File: src/rtl/prog_pkg.sv
// Shared types and constants for the front-panel programming-mode controller.
// Holds mode encodings, FSM states, per-mode field ranges and range helpers.
package prog_pkg;

  localparam int FIELD_W    = 7;
  localparam int NUM_FIELDS = 3;

  typedef logic [2:0]                            mode_t;
  typedef logic [FIELD_W-1:0]                    field_t;
  typedef logic [NUM_FIELDS-1:0][FIELD_W-1:0]    fields_t;

  localparam mode_t MODE_NONE  = 3'b000;
  localparam mode_t MODE_DATE  = 3'b001;
  localparam mode_t MODE_TIME  = 3'b010;
  localparam mode_t MODE_TIMER = 3'b100;

  typedef enum logic [1:0] {
    ST_IDLE   = 2'd0,
    ST_EDIT   = 2'd1,
    ST_COMMIT = 2'd2
  } state_t;

  localparam field_t DAY_MIN   = 7'd1;
  localparam field_t DAY_MAX   = 7'd31;
  localparam field_t MONTH_MIN = 7'd1;
  localparam field_t MONTH_MAX = 7'd12;
  localparam field_t YEAR_MIN  = 7'd0;
  localparam field_t YEAR_MAX  = 7'd99;
  localparam field_t HOUR_MIN  = 7'd0;
  localparam field_t HOUR_MAX  = 7'd23;
  localparam field_t MIN_MIN   = 7'd0;
  localparam field_t MIN_MAX   = 7'd59;
  localparam field_t SEC_MIN   = 7'd0;
  localparam field_t SEC_MAX   = 7'd59;

  function automatic mode_t mode_decode(input logic [2:0] v);
    mode_t m;
    case (v)
      MODE_DATE, MODE_TIME, MODE_TIMER: m = v;
      default:                          m = MODE_NONE;
    endcase
    return m;
  endfunction

  function automatic field_t field_min(input mode_t m, input logic [1:0] idx);
    field_t v;
    if (m == MODE_DATE) begin
      case (idx)
        2'd0:    v = DAY_MIN;
        2'd1:    v = MONTH_MIN;
        default: v = YEAR_MIN;
      endcase
    end else begin
      case (idx)
        2'd0:    v = HOUR_MIN;
        2'd1:    v = MIN_MIN;
        default: v = SEC_MIN;
      endcase
    end
    return v;
  endfunction

  function automatic field_t field_max(input mode_t m, input logic [1:0] idx);
    field_t v;
    if (m == MODE_DATE) begin
      case (idx)
        2'd0:    v = DAY_MAX;
        2'd1:    v = MONTH_MAX;
        default: v = YEAR_MAX;
      endcase
    end else begin
      case (idx)
        2'd0:    v = HOUR_MAX;
        2'd1:    v = MIN_MAX;
        default: v = SEC_MAX;
      endcase
    end
    return v;
  endfunction

endpackage

File: src/rtl/prog_mode_ctrl_if.sv
// Panel-side bus of the programming-mode controller: switches, buttons, RTC snapshot
// and the commit request/acknowledge pair toward the RTC write engine.
interface prog_mode_ctrl_if;
  import prog_pkg::*;

  mode_t   sw;
  logic    btn_next;
  logic    btn_up;
  logic    btn_down;
  fields_t snap;
  logic    wr_ack;
  mode_t   prog;
  logic [1:0] field_sel;
  fields_t edit_data;
  logic    wr_req;
  mode_t   wr_mode;

  modport slave (
    input  sw, btn_next, btn_up, btn_down, snap, wr_ack,
    output prog, field_sel, edit_data, wr_req, wr_mode
  );

  modport master (
    output sw, btn_next, btn_up, btn_down, snap, wr_ack,
    input  prog, field_sel, edit_data, wr_req, wr_mode
  );

endinterface

File: src/rtl/sw_debounce.sv
// 2-FF synchronizer plus vector debounce; a new value is accepted DB_CYCLES+1 edges
// after it is first sampled, and any change while counting restarts the count.
module sw_debounce #(
  parameter int DB_CYCLES = 100000,
  parameter int WIDTH     = 3
) (
  input  logic             clk,
  input  logic             rst_n,
  input  logic [WIDTH-1:0] i_raw,
  output logic [WIDTH-1:0] o_stable
);

  localparam int            CW       = $clog2(DB_CYCLES);
  localparam logic [CW-1:0] CNT_LAST = CW'(DB_CYCLES - 1);

  logic [WIDTH-1:0] r_sync1;
  logic [WIDTH-1:0] r_sync2;
  logic [WIDTH-1:0] r_acc;
  logic [CW-1:0]    r_cnt;

  // r_sync1 != r_sync2 means r_sync2 changes on this edge, so the run starts over.
  always_ff @(posedge clk or negedge rst_n) begin
    if (!rst_n) begin
      r_sync1 <= '0;
      r_sync2 <= '0;
      r_acc   <= '0;
      r_cnt   <= '0;
    end else begin
      r_sync1 <= i_raw;
      r_sync2 <= r_sync1;
      if (r_sync2 == r_acc) begin
        r_cnt <= '0;
      end else if (r_cnt == CNT_LAST) begin
        r_acc <= r_sync2;
        r_cnt <= '0;
      end else if (r_sync1 != r_sync2) begin
        r_cnt <= '0;
      end else begin
        r_cnt <= r_cnt + CW'(1);
      end
    end
  end

  assign o_stable = r_acc;

endmodule

File: src/rtl/prog_mode_ctrl.sv
// Mode FSM, field editing and RTC commit handshake; all outputs registered, buttons act next cycle.
// wr_req/wr_mode hold until wr_ack is seen; edits are frozen while the commit is pending.
module prog_mode_ctrl
  import prog_pkg::*;
#(
  parameter int DB_CYCLES = 100000
) (
  input  logic             clk,
  input  logic             rst_n,
  prog_mode_ctrl_if.slave  bus
);

  mode_t      w_sw_acc;
  mode_t      w_mode;
  fields_t    w_snap;
  fields_t    w_load;
  field_t     w_cur;
  field_t     w_lo;
  field_t     w_hi;
  field_t     w_edit_val;

  state_t     r_state,     w_state_nxt;
  mode_t      r_prog,      w_prog_nxt;
  logic [1:0] r_field_sel, w_sel_nxt;
  fields_t    r_edit,      w_edit_nxt;
  logic       r_wr_req,    w_wr_req_nxt;
  mode_t      r_wr_mode,   w_wr_mode_nxt;

  sw_debounce #(
    .DB_CYCLES (DB_CYCLES),
    .WIDTH     (3)
  ) u_sw_debounce (
    .clk      (clk),
    .rst_n    (rst_n),
    .i_raw    (bus.sw),
    .o_stable (w_sw_acc)
  );

  assign w_mode = mode_decode(w_sw_acc);
  assign w_snap = bus.snap;

  // Out-of-range snapshot fields load as that field's minimum for the incoming mode.
  always_comb begin
    w_load = '0;
    for (int i = 0; i < NUM_FIELDS; i++) begin
      if ((w_snap[i] < field_min(w_mode, 2'(i))) || (w_snap[i] > field_max(w_mode, 2'(i))))
        w_load[i] = field_min(w_mode, 2'(i));
      else
        w_load[i] = w_snap[i];
    end
  end

  assign w_cur = r_edit[r_field_sel];
  assign w_lo  = field_min(r_prog, r_field_sel);
  assign w_hi  = field_max(r_prog, r_field_sel);

  always_comb begin
    w_edit_val = w_cur;
    if (bus.btn_up && !bus.btn_down)
      w_edit_val = (w_cur == w_hi) ? w_lo : w_cur + 7'd1;
    else if (bus.btn_down && !bus.btn_up)
      w_edit_val = (w_cur == w_lo) ? w_hi : w_cur - 7'd1;
  end

  always_comb begin
    w_state_nxt   = r_state;
    w_prog_nxt    = r_prog;
    w_sel_nxt     = r_field_sel;
    w_edit_nxt    = r_edit;
    w_wr_req_nxt  = r_wr_req;
    w_wr_mode_nxt = r_wr_mode;
    case (r_state)
      ST_IDLE: begin
        if (w_mode != MODE_NONE) begin
          w_state_nxt = ST_EDIT;
          w_prog_nxt  = w_mode;
          w_sel_nxt   = 2'd0;
          w_edit_nxt  = w_load;
        end
      end
      ST_EDIT: begin
        // Leaving the mode wins over any button on the same edge.
        if (w_mode != r_prog) begin
          w_state_nxt   = ST_COMMIT;
          w_wr_mode_nxt = r_prog;
          w_wr_req_nxt  = 1'b1;
          w_prog_nxt    = MODE_NONE;
        end else begin
          w_edit_nxt[r_field_sel] = w_edit_val;
          if (bus.btn_next)
            w_sel_nxt = (r_field_sel == 2'd2) ? 2'd0 : r_field_sel + 2'd1;
        end
      end
      ST_COMMIT: begin
        if (bus.wr_ack && r_wr_req) begin
          w_state_nxt  = ST_IDLE;
          w_wr_req_nxt = 1'b0;
        end
      end
      default: begin
        w_state_nxt = ST_IDLE;
      end
    endcase
  end

  always_ff @(posedge clk or negedge rst_n) begin
    if (!rst_n) begin
      r_state     <= ST_IDLE;
      r_prog      <= MODE_NONE;
      r_field_sel <= 2'd0;
      r_edit      <= '0;
      r_wr_req    <= 1'b0;
      r_wr_mode   <= MODE_NONE;
    end else begin
      r_state     <= w_state_nxt;
      r_prog      <= w_prog_nxt;
      r_field_sel <= w_sel_nxt;
      r_edit      <= w_edit_nxt;
      r_wr_req    <= w_wr_req_nxt;
      r_wr_mode   <= w_wr_mode_nxt;
    end
  end

  assign bus.prog      = r_prog;
  assign bus.field_sel = r_field_sel;
  assign bus.edit_data = r_edit;
  assign bus.wr_req    = r_wr_req;
  assign bus.wr_mode   = r_wr_mode;

endmodule

File: src/flat_wrapper.sv
// flat-port wrapper written by rule: the top's interface ports become plain ports
module prog_mode_ctrl_flat import prog_pkg::*;
#(
  parameter int DB_CYCLES = 100000
)
  (clk, rst_n, bus_sw, bus_btn_next, bus_btn_up, bus_btn_down, bus_snap, bus_wr_ack, bus_prog, bus_field_sel, bus_edit_data, bus_wr_req, bus_wr_mode);
  prog_mode_ctrl_if bus_i ();
  input  logic clk;
  input  logic rst_n;
  input wire logic [$bits(bus_i.sw)-1:0] bus_sw;
  input wire logic [$bits(bus_i.btn_next)-1:0] bus_btn_next;
  input wire logic [$bits(bus_i.btn_up)-1:0] bus_btn_up;
  input wire logic [$bits(bus_i.btn_down)-1:0] bus_btn_down;
  input wire logic [$bits(bus_i.snap)-1:0] bus_snap;
  input wire logic [$bits(bus_i.wr_ack)-1:0] bus_wr_ack;
  output wire logic [$bits(bus_i.prog)-1:0] bus_prog;
  output wire logic [$bits(bus_i.field_sel)-1:0] bus_field_sel;
  output wire logic [$bits(bus_i.edit_data)-1:0] bus_edit_data;
  output wire logic [$bits(bus_i.wr_req)-1:0] bus_wr_req;
  output wire logic [$bits(bus_i.wr_mode)-1:0] bus_wr_mode;
  assign bus_i.sw = bus_sw;
  assign bus_i.btn_next = bus_btn_next;
  assign bus_i.btn_up = bus_btn_up;
  assign bus_i.btn_down = bus_btn_down;
  assign bus_i.snap = bus_snap;
  assign bus_i.wr_ack = bus_wr_ack;
  assign bus_prog = bus_i.prog;
  assign bus_field_sel = bus_i.field_sel;
  assign bus_edit_data = bus_i.edit_data;
  assign bus_wr_req = bus_i.wr_req;
  assign bus_wr_mode = bus_i.wr_mode;
  prog_mode_ctrl #(.DB_CYCLES(DB_CYCLES)) u_core (.clk(clk), .rst_n(rst_n), .bus(bus_i));
endmodule
File: config.mk
export PLATFORM = sky130hd
export DESIGN_NAME = prog_mode_ctrl_flat
export DESIGN_NICKNAME = d
export VERILOG_FILES = /design/src/rtl/prog_pkg.sv /design/src/rtl/prog_mode_ctrl_if.sv /design/src/rtl/sw_debounce.sv /design/src/rtl/prog_mode_ctrl.sv /design/src/flat_wrapper.sv
export SDC_FILE = /design/constraint.sdc
export NUM_CORES = 1
export LEC_CHECK = 0
export ABC_AREA = 1
export CORE_ASPECT_RATIO = 1.1
export CORE_MARGIN = 2
export CORE_UTILIZATION = 55
export CTS_CLUSTER_SIZE = 20
export DETAILED_ROUTE_END_ITERATION = 8
export PLACE_DENSITY = 0.86
export SYNTH_ARGS = -nofsm -noshare
export SYNTH_HDL_FRONTEND = slang
export SYNTH_SLANG_ARGS = --single-unit
File: constraint.sdc
create_clock -name clk -period 3 [get_ports clk]
set_clock_uncertainty 0.05 [all_clocks]
set_input_delay 0.3 -clock clk [delete_from_list [all_inputs] [get_ports clk]]
set_output_delay 0.3 -clock clk [all_outputs]
set_load 0.05 [all_outputs]
==> impl_summary.md, run 1 <==
Outcome
The run finished with clean final reports.

Placement
At the end of routability-driven placement, the weighted congestion stood at 1.07. The number of placed instances, taps included, is 704. The detailed placer's ending HPWL is 9330 µm.

In this run the tool buffered the top-level ports with 59 buffer cells. Prior to clock tree synthesis, the placed netlist has a worst setup slack of 0.566 ns.

CTS
The clock transition at the register clock pins on the worst setup and hold paths after CTS is 0.07 ns. The H-tree generated during clock tree synthesis spans 3 levels. The clock reaches the later pin of the worst-skew pair after 0.34 ns. The number of buffers created by CTS is 9. In this run the post-CTS setup repair buffer count came out at 0. The largest buffer count on any clock path is 2. The CTS sink count is 58. The tree is rooted in a clkbuf_8.

The CTS tree is done.

Cells and area
In the layout the commonest cells are 131 x nand2_1, 65 x inv_1, 64 x nand3_1. The post-route netlist has 10.4% of its cells at a drive strength greater than 1. The total number of nets in the final design is 676. The area growth from synthesis to layout is 21.1%. The commonest non-fill, non-tap cell in the layout is nand2_1. The number of antenna diodes is 0.

The non-filler instance count after layout is 721. The fill cell instance count of the final layout is 597.

Setup path
The category of the worst setup path capture point is a register. The worst setup path is of the register to register kind. The maximum fanout count along the critical path is 8.

The launch point of the worst path is u_core.u_sw_debounce.o_stable[1]. The kind of launch point of the worst setup path is a register. Measured in cells, the most critical reg-to-reg path has a length of 11.

In this run the critical register-to-register path is launched from u_core.u_sw_debounce.o_stable[1]. The internal reg-to-reg setup slack is 0.42 ns. The critical path ends at u_core.bus.edit_data[17]. The arrival time of data at the critical path endpoint is 2.78 ns. The reg-to-reg endpoint is u_core.bus.edit_data[17].

For the worst setup path, the data required time is 3.20 ns.

STA
The total negative slack is 0 ns. The final cycle utilization of the critical path is 86.0%. The final count of pins violating max slew is 0.

The routed design could run at a clock period as short as 2.58 ns. The total count of hold-check failures in the final report came to 0. The transition at the pin with the smallest max-transition slack is 0.904 ns. The worst slew margin relative to its limit is 39.2%.

The final setup violation count is 0. The least setup slack across all paths after layout is 0.419 ns. Setup repair after global routing left no endpoint under its margin. The maximum operating frequency is 387 MHz.

Floorplan
The overall die area is 8340 µm². The width of the die is 87.3 µm. Once the floorplan was initialized, standard cells occupied 56.4% of the core. In this run the standard cell core region covers 7430 µm². The vertical extent of the die is 95.6 µm.

The floorplan row count is 33. Pin placement for this block handled 60 I/O pins.

Pwr
Of the total power, registers draw 30.0%. The internal power of the cells is 0.00190 W. The switching power of the nets is 0.00165 W. Combinational logic burns 49.0% of the power. The clock group share of total power is 21.0%. Summed over all cells, the static leakage comes to 2.44 nW.

The switching power as a share of total power is 46.5%. The largest vdd supply drop is 0.307 mV. Total power for the finished layout comes to 0.00356 W. The total power density per cell area is 700 nW/µm².

Synth
The netlist uses 39 different library cells. The post-synthesis area per instance is 7.46 µm². When the netlist entered floorplanning its net count stood at 609. After synthesis, the share of flip-flops with an asynchronous set or reset is 100%. The predominant post-synthesis flop cell is dfrtp_1. The number of synthesized register bits is 58.

The sequential fraction of the synthesis area is 34.6%. The number of synthesis warnings is 0. The count of mapped cells out of synthesis is 562. The number of synthesized flops with an enable pin is 0. The cell area that synthesis handed to floorplanning was 4190 µm².

Route
After detailed routing, the wire length on met1 is 4640 µm. The count of nets left with antenna violations once routing finished came out at 0. The final layout contains routed wiring with a total length of 12,100 µm.

Dividing the detail-routed wire length by the instance count gives 16.8 µm. The met3 routed wirelength is 725 µm. After detailed routing, the number of vias per cell comes to 5.89. After detailed routing, the number of remaining DRC violations is 0. After detailed routing, the met2 layer carries 6060 µm of wire.

The top routing layer in use is met4. The iteration-0 DRC count of the detailed router is 353. For this block, the via count after detailed routing is 4,249. Before antenna repair, the detailed router went through 7 iterations.

Global route
The number of global-route vias before repair is 4,334. The number of antenna violations at the first check in global routing is 0. In the global route stage, overall resource usage came out at 30.9%.

The largest net degree at the start of global routing is 44. Summed over all layers, the global routing overflow is 0. The first global-routing pass estimated 20,100 µm of wire.

Run
The tool flagged a number of max-cap violations equal to 0.

Min path
The tightest min-delay check is of the input port to async pin type.
==> cell usage after synthesis (all sizes together) (6+ instances only) <==
master  count  share of area, %
nand2     138                13
nand3      77                12
inv        70               6.3
dfrtp      58                35
nor2       48               5.9
a21oi      42               5.2
nand4      19               2.8
o21ai      19               2.3
ha         17               5.1
a21boi     10               1.8
or2        10               1.5
xnor2       9               1.9
xor2        9               1.9
nor3        6              0.72
nor4        6              0.90
==> critical path, stage by stage, from the launching register on <==
cell,delay [ns]
dfrtp_1,0.40
inv_1,0.11
nand3_2,0.23
inv_1,0.31
ha_1,0.19
nand2_1,0.05
nor2_1,0.16
nand3_1,0.13
a221oi_1,0.39
buf_4,0.22
a21oi_1,0.08
a21boi_1,0.18
==> sequential cells by signal (all words and copies together), names as in the netlist <==
name / flops
u_core.u_sw_debounce.r_cnt: 17
u_core.u_sw_debounce.r_sync2: 3
u_core.bus.edit_data: 21
u_core.bus.wr_req: 1
u_core.u_sw_debounce.o_stable: 3
u_core.bus.field_sel: 2
u_core.r_state: 2
u_core.u_sw_debounce.r_sync1: 3
u_core.bus.wr_mode: 3
u_core.bus.prog: 3
==> what timing repair did <==
action,in CTS,in global routing
hold buffers,1,0
gates resized for setup,0,0
hold endpoints to repair,15,0
==> per-stage QoR <==
stage | util (%) | hold slack, ns | cell area [µm²]
6_report | 68.3 | 0.346 | 5080
5_1_grt | 68.3 | 0.356 | 5080
4_1_cts | 68.3 | 0.350 | 5080
3_5_place_dp | 65.4 | 0.183 | 4860
3_3_place_gp | 65.4 | 0.183 | 4860
2_1_floorplan | - | -0.0456 | 4190
==> worst min path at each step <==
stage                                            to  slack [ns]  cells past startpoint
global route        u_core.u_sw_debounce.r_sync1[1]        0.36                      1
floorplan                   u_core.bus.edit_data[0]       -0.05                      0
finish                            u_core.bus.wr_req        0.35                      2
CTS                 u_core.u_sw_debounce.r_sync1[2]        0.35                      1
global placement                  u_core.r_state[0]        0.18                      1
detailed placement                u_core.r_state[1]        0.18                      1
==> cell type report <==
class | instances | area [µm²] | share of cell area [%]
Sequential cell | 58 | 1450 | 28.6
Tap cell | 87 | 109 | 2.14
Clock inverter | 4 | 50.0 | 0.985
Timing Repair Buffer | 64 | 626 | 12.3
Inverter | 70 | 265 | 5.22
Clock buffer | 12 | 155 | 3.05
Multi-Input combinational cell | 426 | 2420 | 47.7
==> metal layers <==
| layer | vias to the layer above | GRT usage, % |
|---|---|---|
| met3 | 66 | 5.02 |
| met5 | - | 0 |
| li1 | 2009 | - |
| met4 | 0 | 19.0 |
| met1 | 1978 | 34.5 |
| met2 | 196 | 54.7 |
==> power by group through the flow <==
stage | sequential, W | combinational, W | clock [W]
final | 0.00107 | 0.00174 | 0.000746
after global placement | 0.00107 | 0.00169 | 0
after CTS | 0.00105 | 0.00172 | 0.000753
after floorplan | 0.00137 | 0.000860 | 0
after global routing | 0.00107 | 0.00189 | 0.000789
after detailed placement | 0.00107 | 0.00171 | 0
==> kinds of logic (layout without fill, tap and decap cells) <==
logic type / count (synthesis) / count (layout) / synth area share, %
multiplexers: 1 / 1 / 0.268
flip-flops: 58 / 58 / 34.6
AO/OA/AOI/OAI: 78 / 78 / 10.6
XOR/XNOR: 18 / 18 / 3.76
buffers and inverters: 78 / 150 / 7.64
AND/OR/NAND/NOR: 312 / 312 / 38.0
adder cells (fa/ha/maj): 17 / 17 / 5.07
Note: power is estimated with default switching activity, not from simulation.
==> run 2, diff against run 1 <==
--- a/config.mk
+++ b/config.mk
@@ -8,10 +8,10 @@
 export ABC_AREA = 1
 export CORE_ASPECT_RATIO = 1.1
 export CORE_MARGIN = 2
-export CORE_UTILIZATION = 55
+export CORE_UTILIZATION = 50
 export CTS_CLUSTER_SIZE = 20
 export DETAILED_ROUTE_END_ITERATION = 8
-export PLACE_DENSITY = 0.86
+export PLACE_DENSITY = 0.8
 export SYNTH_ARGS = -nofsm -noshare
 export SYNTH_HDL_FRONTEND = slang
 export SYNTH_SLANG_ARGS = --single-unit
==> run 2 against run 1 <==
Compared with the run above: critical path depth shrank 5; register-to-register slack better by 0.03 ns; die area is 9.6% higher; fmax increased by 1.0%; flip-flop and latch count unchanged; design area rose by 0.17%; hold slack worse by 0.0012 ns; power down 1.4%; clock power shrank 4.4%.
==> impl_summary.md, run 2 (synthesized netlist as in run 1, its figures left out) <==
Outcome
The run finished with clean final reports.

Route
The detail-routed via count per cell is 5.63 (-4.4%). The average routed wire per standard cell was 15.8 µm (-6.0%). The count of TritonRoute iterations in the first routing pass is 5 (-2). The iteration-0 DRC count of the detailed router came to 345 (-2.3%). The overall routed net length is 11,700 µm (-3.3%). The remaining antenna violation count is 0 (unchanged). The overall via count from detail_route is 4,180 (-1.6%). The DRC violation count after routing came to 0 (unchanged).

Pwr
The part of the power in combinational logic came to 49.9% (+0.9 points). The portion of total power attributed to sequential cells is 29.8% (-0.2 points). The total leakage power is 2.44 nW (-0.11%). The total power density per cell area is 689 nW/µm² (-1.6%). The switching power as a share of total power is 45.9% (-0.52 points).

The internal power of the cells is 0.00189 W (-0.47%). The largest vdd supply drop is 0.418 mV (+36%). The clock group share of total power is 20.3% (-0.7 points). The switching power of the nets is 0.00161 W (-2.5%).

Floorplan
The overall die area is 9140 µm² (+9.6%). The vertical extent of the die is 100 µm (+4.7%). The total I/O pin count is 60 (unchanged). The initial cell density of the core came to 50.7% (-5.8 points). The floorplan row count is 35 (+6.1%).

The width of the die is 91.3 µm (+4.7%). The core area was 8280 µm² (+11%).

STA
The final count of pins violating max slew came to 0 (unchanged). The maximum operating frequency is 391 MHz (+1.0%). The time the worst path needs with I/O delays and setup is 2.56 ns (-0.0262 ns). The worst slew margin relative to its limit is 42.0% (+2.8 points). The final setup violation count is 0 (unchanged). The total count of hold-check failures in the final report is 0 (unchanged). Setup repair after global routing left no endpoint under its margin. The least setup slack across all paths after layout was 0.445 ns (+0.0262 ns). The final cycle utilization of the critical path was 85.2% (-0.87 points). The transition at the pin with the smallest max-transition slack is 0.863 ns (-0.0414 ns). The total negative slack was 0 ns (unchanged).

Setup path
By startpoint and endpoint, the worst setup path is classified as register to register. The reg-to-reg endpoint is u_core.bus.edit_data[14]. The internal reg-to-reg setup slack is 0.44 ns (+0.03 ns). The arrival time of data at the critical path endpoint came to 2.77 ns (about the same). The required time of the worst setup path is 3.21 ns (about the same). In this run the critical register-to-register path is launched from u_core.r_state[1]. The maximum fanout count along the critical path is 10 (+2). The depth of the worst register-to-register path is 6 (-5).

The category of the worst setup path capture point is a register. The worst setup path is launched from a register.

CTS
The tree is rooted in a clkbuf_8. The count of cells resized by post-cts repair is 0 (unchanged). The number of buffers created by CTS was 9 (unchanged). The clock transition at the register clock pins on the worst setup and hold paths after CTS is 0.07 ns (about the same). The clock insertion delay at the later pin of the skew report is 0.34 ns (about the same). The largest buffer count on any clock path is 2 (unchanged). The CTS sink count is 58 (unchanged). The CTS tree is done.

The maximum level of the CTS H-tree is 3 (unchanged).

Placement
The quantity of I/O buffers inserted on ports was 59 (unchanged). The detailed placer's ending HPWL was 9130 µm (-2.2%). The pre-CTS setup slack is 0.502 ns (-0.0634 ns).

The routability congestion estimate came to 0.988 (-7.3%). The instance area at placement came to 4890 µm² (+0.46%).

Min path
In this run the most critical hold path is launched from u_core.u_sw_debounce.r_sync1[2]. The min-delay analysis places its worst path in the category register to register. The worst hold path was traced through 0 stages.

The path with the worst hold slack has its endpoint at u_core.u_sw_debounce.r_sync2[2].

Cells and area
The total number of nets in the final design came to 675 (-0.15%). The number of antenna diodes is 0 (unchanged). The share of layout cells above drive strength 1 is 10.1% (-0.27 points). The fill cell instance count of the final layout came to 726 (+22%).

The commonest non-fill, non-tap cell in the layout is nand2_1. The end-of-flow core utilization is 61.5% (-6.9 points). Leaving out fill and tap cells, the most frequent cells in the layout are 131 x nand2_1, 65 x inv_1, 64 x nand3_1. The final instance area is 5090 µm² (+0.17%). The flip-flop count of the largest register, all copies and words added is 21 (unchanged). The area growth from synthesis to layout is 21.3%.

Global route
The largest net degree at the start of global routing is 32 (-27%). The global-route wire length before repair is 19,300 µm (-3.8%). The number of antenna violations at the first check in global routing is 0 (unchanged). The number of global-route vias before repair is 4,124 (-4.8%).

The total overflow reported by the global router is 0 (unchanged). The all-layer global routing usage is 26.8% (-4.2 points).

Run
The number of violations of the max-capacitance limit was 0 (unchanged).
==> run 2: repair_timing <==
action	4_1_cts	5_1_grt
setup endpoints to repair	0	0
hold endpoints to repair	27	0
buffers inserted	0	0
hold buffers	1	0
==> run 2: through the flow <==
step | instances | power (W) | hold slack [ns]
2_1_floorplan | 562 | 0.00223 | -0.0456
3_3_place_gp | 727 | 0.00277 | 0.293
3_5_place_dp | 727 | 0.00278 | 0.301
4_1_cts | 742 | 0.00349 | 0.347
5_1_grt | 742 | 0.00368 | 0.338
6_report | 742 | 0.00350 | 0.345
==> run 2: worst max-delay path by stage <==
| stage | slack [ns] | start | cells past startpoint | end |
|---|---|---|---|---|
| floorplan | 0.75 | u_core.bus.field_sel[1] | 13 | u_core.bus.edit_data[18] |
| global placement | 0.55 | u_core.bus.field_sel[0] | 12 | u_core.bus.edit_data[16] |
| detailed placement | 0.50 | u_core.bus.field_sel[1] | 13 | u_core.bus.edit_data[13] |
| CTS | 0.49 | u_core.bus.field_sel[1] | 13 | u_core.bus.edit_data[13] |
| global route | 0.19 | u_core.bus.field_sel[1] | 15 | u_core.bus.edit_data[18] |
| finish | 0.44 | u_core.r_state[1] | 6 | u_core.bus.edit_data[14] |
==> run 2: layout make-up <==
type / count / area, µm² / area share [%]
sequential: 58 / 1450 / 28.5
tap: 111 / 139 / 2.73
timing repair buffer: 63 / 618 / 12.1
clock buffer: 11 / 151 / 2.98
multi-input combinational: 426 / 2420 / 47.6
inverter: 70 / 265 / 5.21
clock inverter: 3 / 40.0 / 0.787
==> run 2: power groups by stage <==
stage / clock [W] / sequential (W) / combinational [W]
final: 0.000713 / 0.00104 / 0.00175
after global routing: 0.000758 / 0.00105 / 0.00187
after CTS: 0.000719 / 0.00104 / 0.00174
after detailed placement: 0 / 0.00105 / 0.00172
after global placement: 0 / 0.00106 / 0.00171
after floorplan: 0 / 0.00137 / 0.000860
==> run 2: layer usage <==
metal	up-vias	track usage (%)	share of wire (%)
met5	-	0	0
met4	0	14.0	4.8
met3	42	4.35	5.4
met2	176	47.4	51
met1	1959	31.3	39
li1	2003	-	-
==> run 2: worst max-delay path: stages, from the launching register on <==
cell and delay [ns]:
dfrtp_1 0.40, inv_1 0.10, ha_1 0.44, inv_1 0.26, nor3_1 0.76, nand3_1 0.27
a21boi_1 0.20
==> run 3, diff against run 2 <==
--- a/config.mk
+++ b/config.mk
@@ -6,12 +6,14 @@
 export NUM_CORES = 1
 export LEC_CHECK = 0
 export ABC_AREA = 1
+export CELL_PAD_IN_SITES_DETAIL_PLACEMENT = 1
+export CELL_PAD_IN_SITES_GLOBAL_PLACEMENT = 2
 export CORE_ASPECT_RATIO = 1.1
 export CORE_MARGIN = 2
-export CORE_UTILIZATION = 50
+export CORE_UTILIZATION = 32
 export CTS_CLUSTER_SIZE = 20
 export DETAILED_ROUTE_END_ITERATION = 8
-export PLACE_DENSITY = 0.8
+export PLACE_DENSITY = 0.87
 export SYNTH_ARGS = -nofsm -noshare
 export SYNTH_HDL_FRONTEND = slang
 export SYNTH_SLANG_ARGS = --single-unit
==> run 3 against run 2 <==
Compared with the run above: the run now ends with design-rule violations left; worst setup slack worse by 0.033 ns; power is 11% higher; global-route usage fell by 5.2 points; non-clock buffer count is 2 higher; die area is 54% higher; critical endpoint is now u_core.bus.edit_data[4]; largest cell class unchanged.
==> impl_summary.md, run 3 (synthesized netlist as in run 1, its figures left out) <==
CTS
TritonCTS built the clock tree. The clock insertion delay at the later pin of the skew report is 0.33 ns (about the same). The buffer type at the clock tree root is clkbuf_16. The maximum level of the CTS H-tree was 3 (unchanged). The clock transition at the register clock pins on the worst setup and hold paths after CTS came to 0.05 ns (-0.02 ns). The CTS sink count is 58 (unchanged).

The number of buffers created by CTS is 9 (unchanged). The post-CTS setup-driven buffer insertion count was 0 (unchanged). The largest buffer count on any clock path is 2 (unchanged).

Pwr
The total power density per cell area is 740 nW/µm² (+7.4%). The total leakage power is 2.49 nW (+2.3%). The final total power came to 0.00390 W (+11%).

The switching power of the nets is 0.00170 W (+5.8%). The internal power of the cells is 0.00220 W (+16%). The switching power as a share of total power is 43.7% (-2.3 points). The part of the power in combinational logic is 45.2% (-4.7 points). The clock group share of total power came to 27.3% (+7.0 points). The portion of total power attributed to sequential cells is 27.5% (-2.3 points).

The largest vdd supply drop is 0.504 mV (+21%).

Cells and area
The total number of nets in the final design came to 677 (+0.30%). The commonest non-fill, non-tap cell in the layout is nand2_1. The end-of-flow core utilization is 41.5% (-20 points).

From synthesis to final layout, the design area changed by 25.7%. The number of antenna diodes is 0 (unchanged). The fill cell instance count of the final layout is 1,608 (+120%). The share of layout cells above drive strength 1 came to 10.1% (-0.048 points).

The top cell types in the final layout, fill and taps aside, are 131 x nand2_1, 65 x inv_1, 64 x nand3_1. The flip-flop count of the largest register, all copies and words added is 21 (unchanged).

STA
The final setup violation count was 0 (unchanged). The final cycle utilization of the critical path was 86.3% (+1.1 points). The transition at the pin with the smallest max-transition slack is 0.641 ns (-0.222 ns). The least setup slack across all paths after layout came to 0.412 ns (-0.0327 ns). The time the worst path needs with I/O delays and setup is 2.59 ns (+0.0327 ns). The final count of pins violating max slew is 0 (unchanged).

The total negative slack is 0 ns (unchanged). The total count of hold-check failures in the final report is 0 (unchanged). The worst slew margin relative to its limit is 57.1% (+15 points). Setup repair after global routing left no endpoint under its margin.

The final-layout worst hold slack is 0.343 ns (-0.00176 ns). The maximum operating frequency is 386 MHz (-1.3%).

Floorplan
The width of the die is 113 µm (+24%). The total I/O pin count is 60 (unchanged). The vertical extent of the die is 124 µm (+24%). The floorplan row count is 43 (+23%). The initial cell density of the core is 33.0% (-18 points). The core area is 12,700 µm² (+53%).

The overall die area is 14,000 µm² (+54%).

Setup path
The category of the worst setup path capture point is a register. The worst setup path is launched from a register. The depth of the worst register-to-register path is 15 (+9). In this design, the critical path's most frequently occurring cell is nand2_1. The longest individual stage delay on the worst path is 0.59 ns (-0.17 ns). The required time of the worst setup path was 3.21 ns (about the same). The arrival time of data at the critical path endpoint is 2.80 ns (+0.03 ns). The critical path in this run is classified as register to register. The maximum fanout count along the critical path is 12 (+2). The critical path goes through inv_2 -> nand3_1 -> nand3_4 -> inv_2 -> ha_1 -> nand2_1 -> nor2_1 -> nand2_1 -> nand2_1 -> nand2_1 -> nand3_1 -> nand2_1 -> nand2_1 -> nand2_1 -> a21boi_1. For this design, the slowest cell found on the critical path is dfrtp_1. The most critical setup path has its startpoint at u_core.bus.field_sel[1]. The worst register-to-register path begins at u_core.bus.field_sel[1].

Global route
The total overflow reported by the global router came to 0 (unchanged). The all-layer global routing usage is 21.6% (-5.2 points). The number of antenna violations at the first check in global routing is 0 (unchanged). The number of global-route vias before repair came to 4,394 (+6.5%). The global-route wire length before repair is 23,300 µm (+21%). The largest net degree at the start of global routing is 24 (-25%).

Placement
The quantity of I/O buffers inserted on ports is 59 (unchanged). The detailed placer's ending HPWL is 11,200 µm (+23%). The routability congestion estimate was 0.863 (-13%). The pre-CTS setup slack was 0.434 ns (-0.0682 ns).

Min path
The startpoint identified for the worst hold timing path is u_core.u_sw_debounce.r_sync1[1]. The worst hold path stage count is 0 (unchanged). In this run the worst hold path is classified as register to register.

Route
The count of TritonRoute iterations in the first routing pass was 6 (+1). The iteration-0 DRC count of the detailed router is 237 (-31%). The overall via count from detail_route is 4,107 (-1.7%).

The remaining antenna violation count is 0 (unchanged). The overall routed net length was 14,100 µm (+20%). The average routed wire per standard cell is 17.8 µm (+12%). The detail-routed via count per cell is 5.19 (-7.8%).

The DRC violation count after routing is 1 (+1).

Run
The number of violations of the max-capacitance limit is 0 (unchanged).

Outcome
The checks that failed: design-rule violations. The run finished, with violations left.
==> run 3: layout make-up <==
class / count / area (µm²) / share of cell area [%]
tap: 157 / 196 / 3.73
clock inverter: 3 / 65.1 / 1.23
sequential: 58 / 1450 / 27.5
inverter: 70 / 265 / 5.03
clock buffer: 12 / 236 / 4.49
multi-input combinational: 426 / 2420 / 46.0
timing repair buffer: 65 / 633 / 12.0
==> run 3: repair_timing <==
action	4_1_cts	5_1_grt
resized for setup	0	0
hold endpoints to repair	21	0
hold buffers	1	0
==> run 3: worst max-delay path: cells and delay by family (launching register included) <==
kind / cells / cell delay [ns]
buffers and inverters: 2 / 0.39
flip-flops: 1 / 0.59
AO/OA/AOI/OAI: 1 / 0.14
adder cells (fa/ha/maj): 1 / 0.19
AND/OR/NAND/NOR: 11 / 1.15
==> run 3: routing by layer <==
layer / wire length (µm) / GRT usage, %
met2: 7080 / 38.2
met5: 0 / 0
met3: 523 / 3.21
met1: 5970 / 26.2
met4: 494 / 9.15
==> run 3: power by group through the flow <==
stage	Combinational, W	Clock, W	Sequential [W]
finish	0.00176	0.00106	0.00107
global route	0.00192	0.00111	0.00109
CTS	0.00177	0.00109	0.00108
detailed placement	0.00175	0	0.00109
global placement	0.00173	0	0.00109
floorplan	0.000860	0	0.00137
==> run 3: stage by stage <==
stage / instances / instance area [µm²]
after floorplan: 562 / 4190
after global placement: 775 / 4960
after detailed placement: 775 / 4960
after CTS: 791 / 5270
after global routing: 791 / 5270
final: 791 / 5270
==> run 3: worst paths after layout <==
path                                                   end  slack, ns
max                                u_core.bus.edit_data[4]       0.41
min                        u_core.u_sw_debounce.r_sync2[1]       0.34
max reg2reg                        u_core.bus.edit_data[4]       0.41
min reg2reg                u_core.u_sw_debounce.r_sync2[1]       0.34
max in group asynchronous          u_core.bus.edit_data[5]       1.76
min in group asynchronous   u_core.u_sw_debounce.r_cnt[13]       0.43
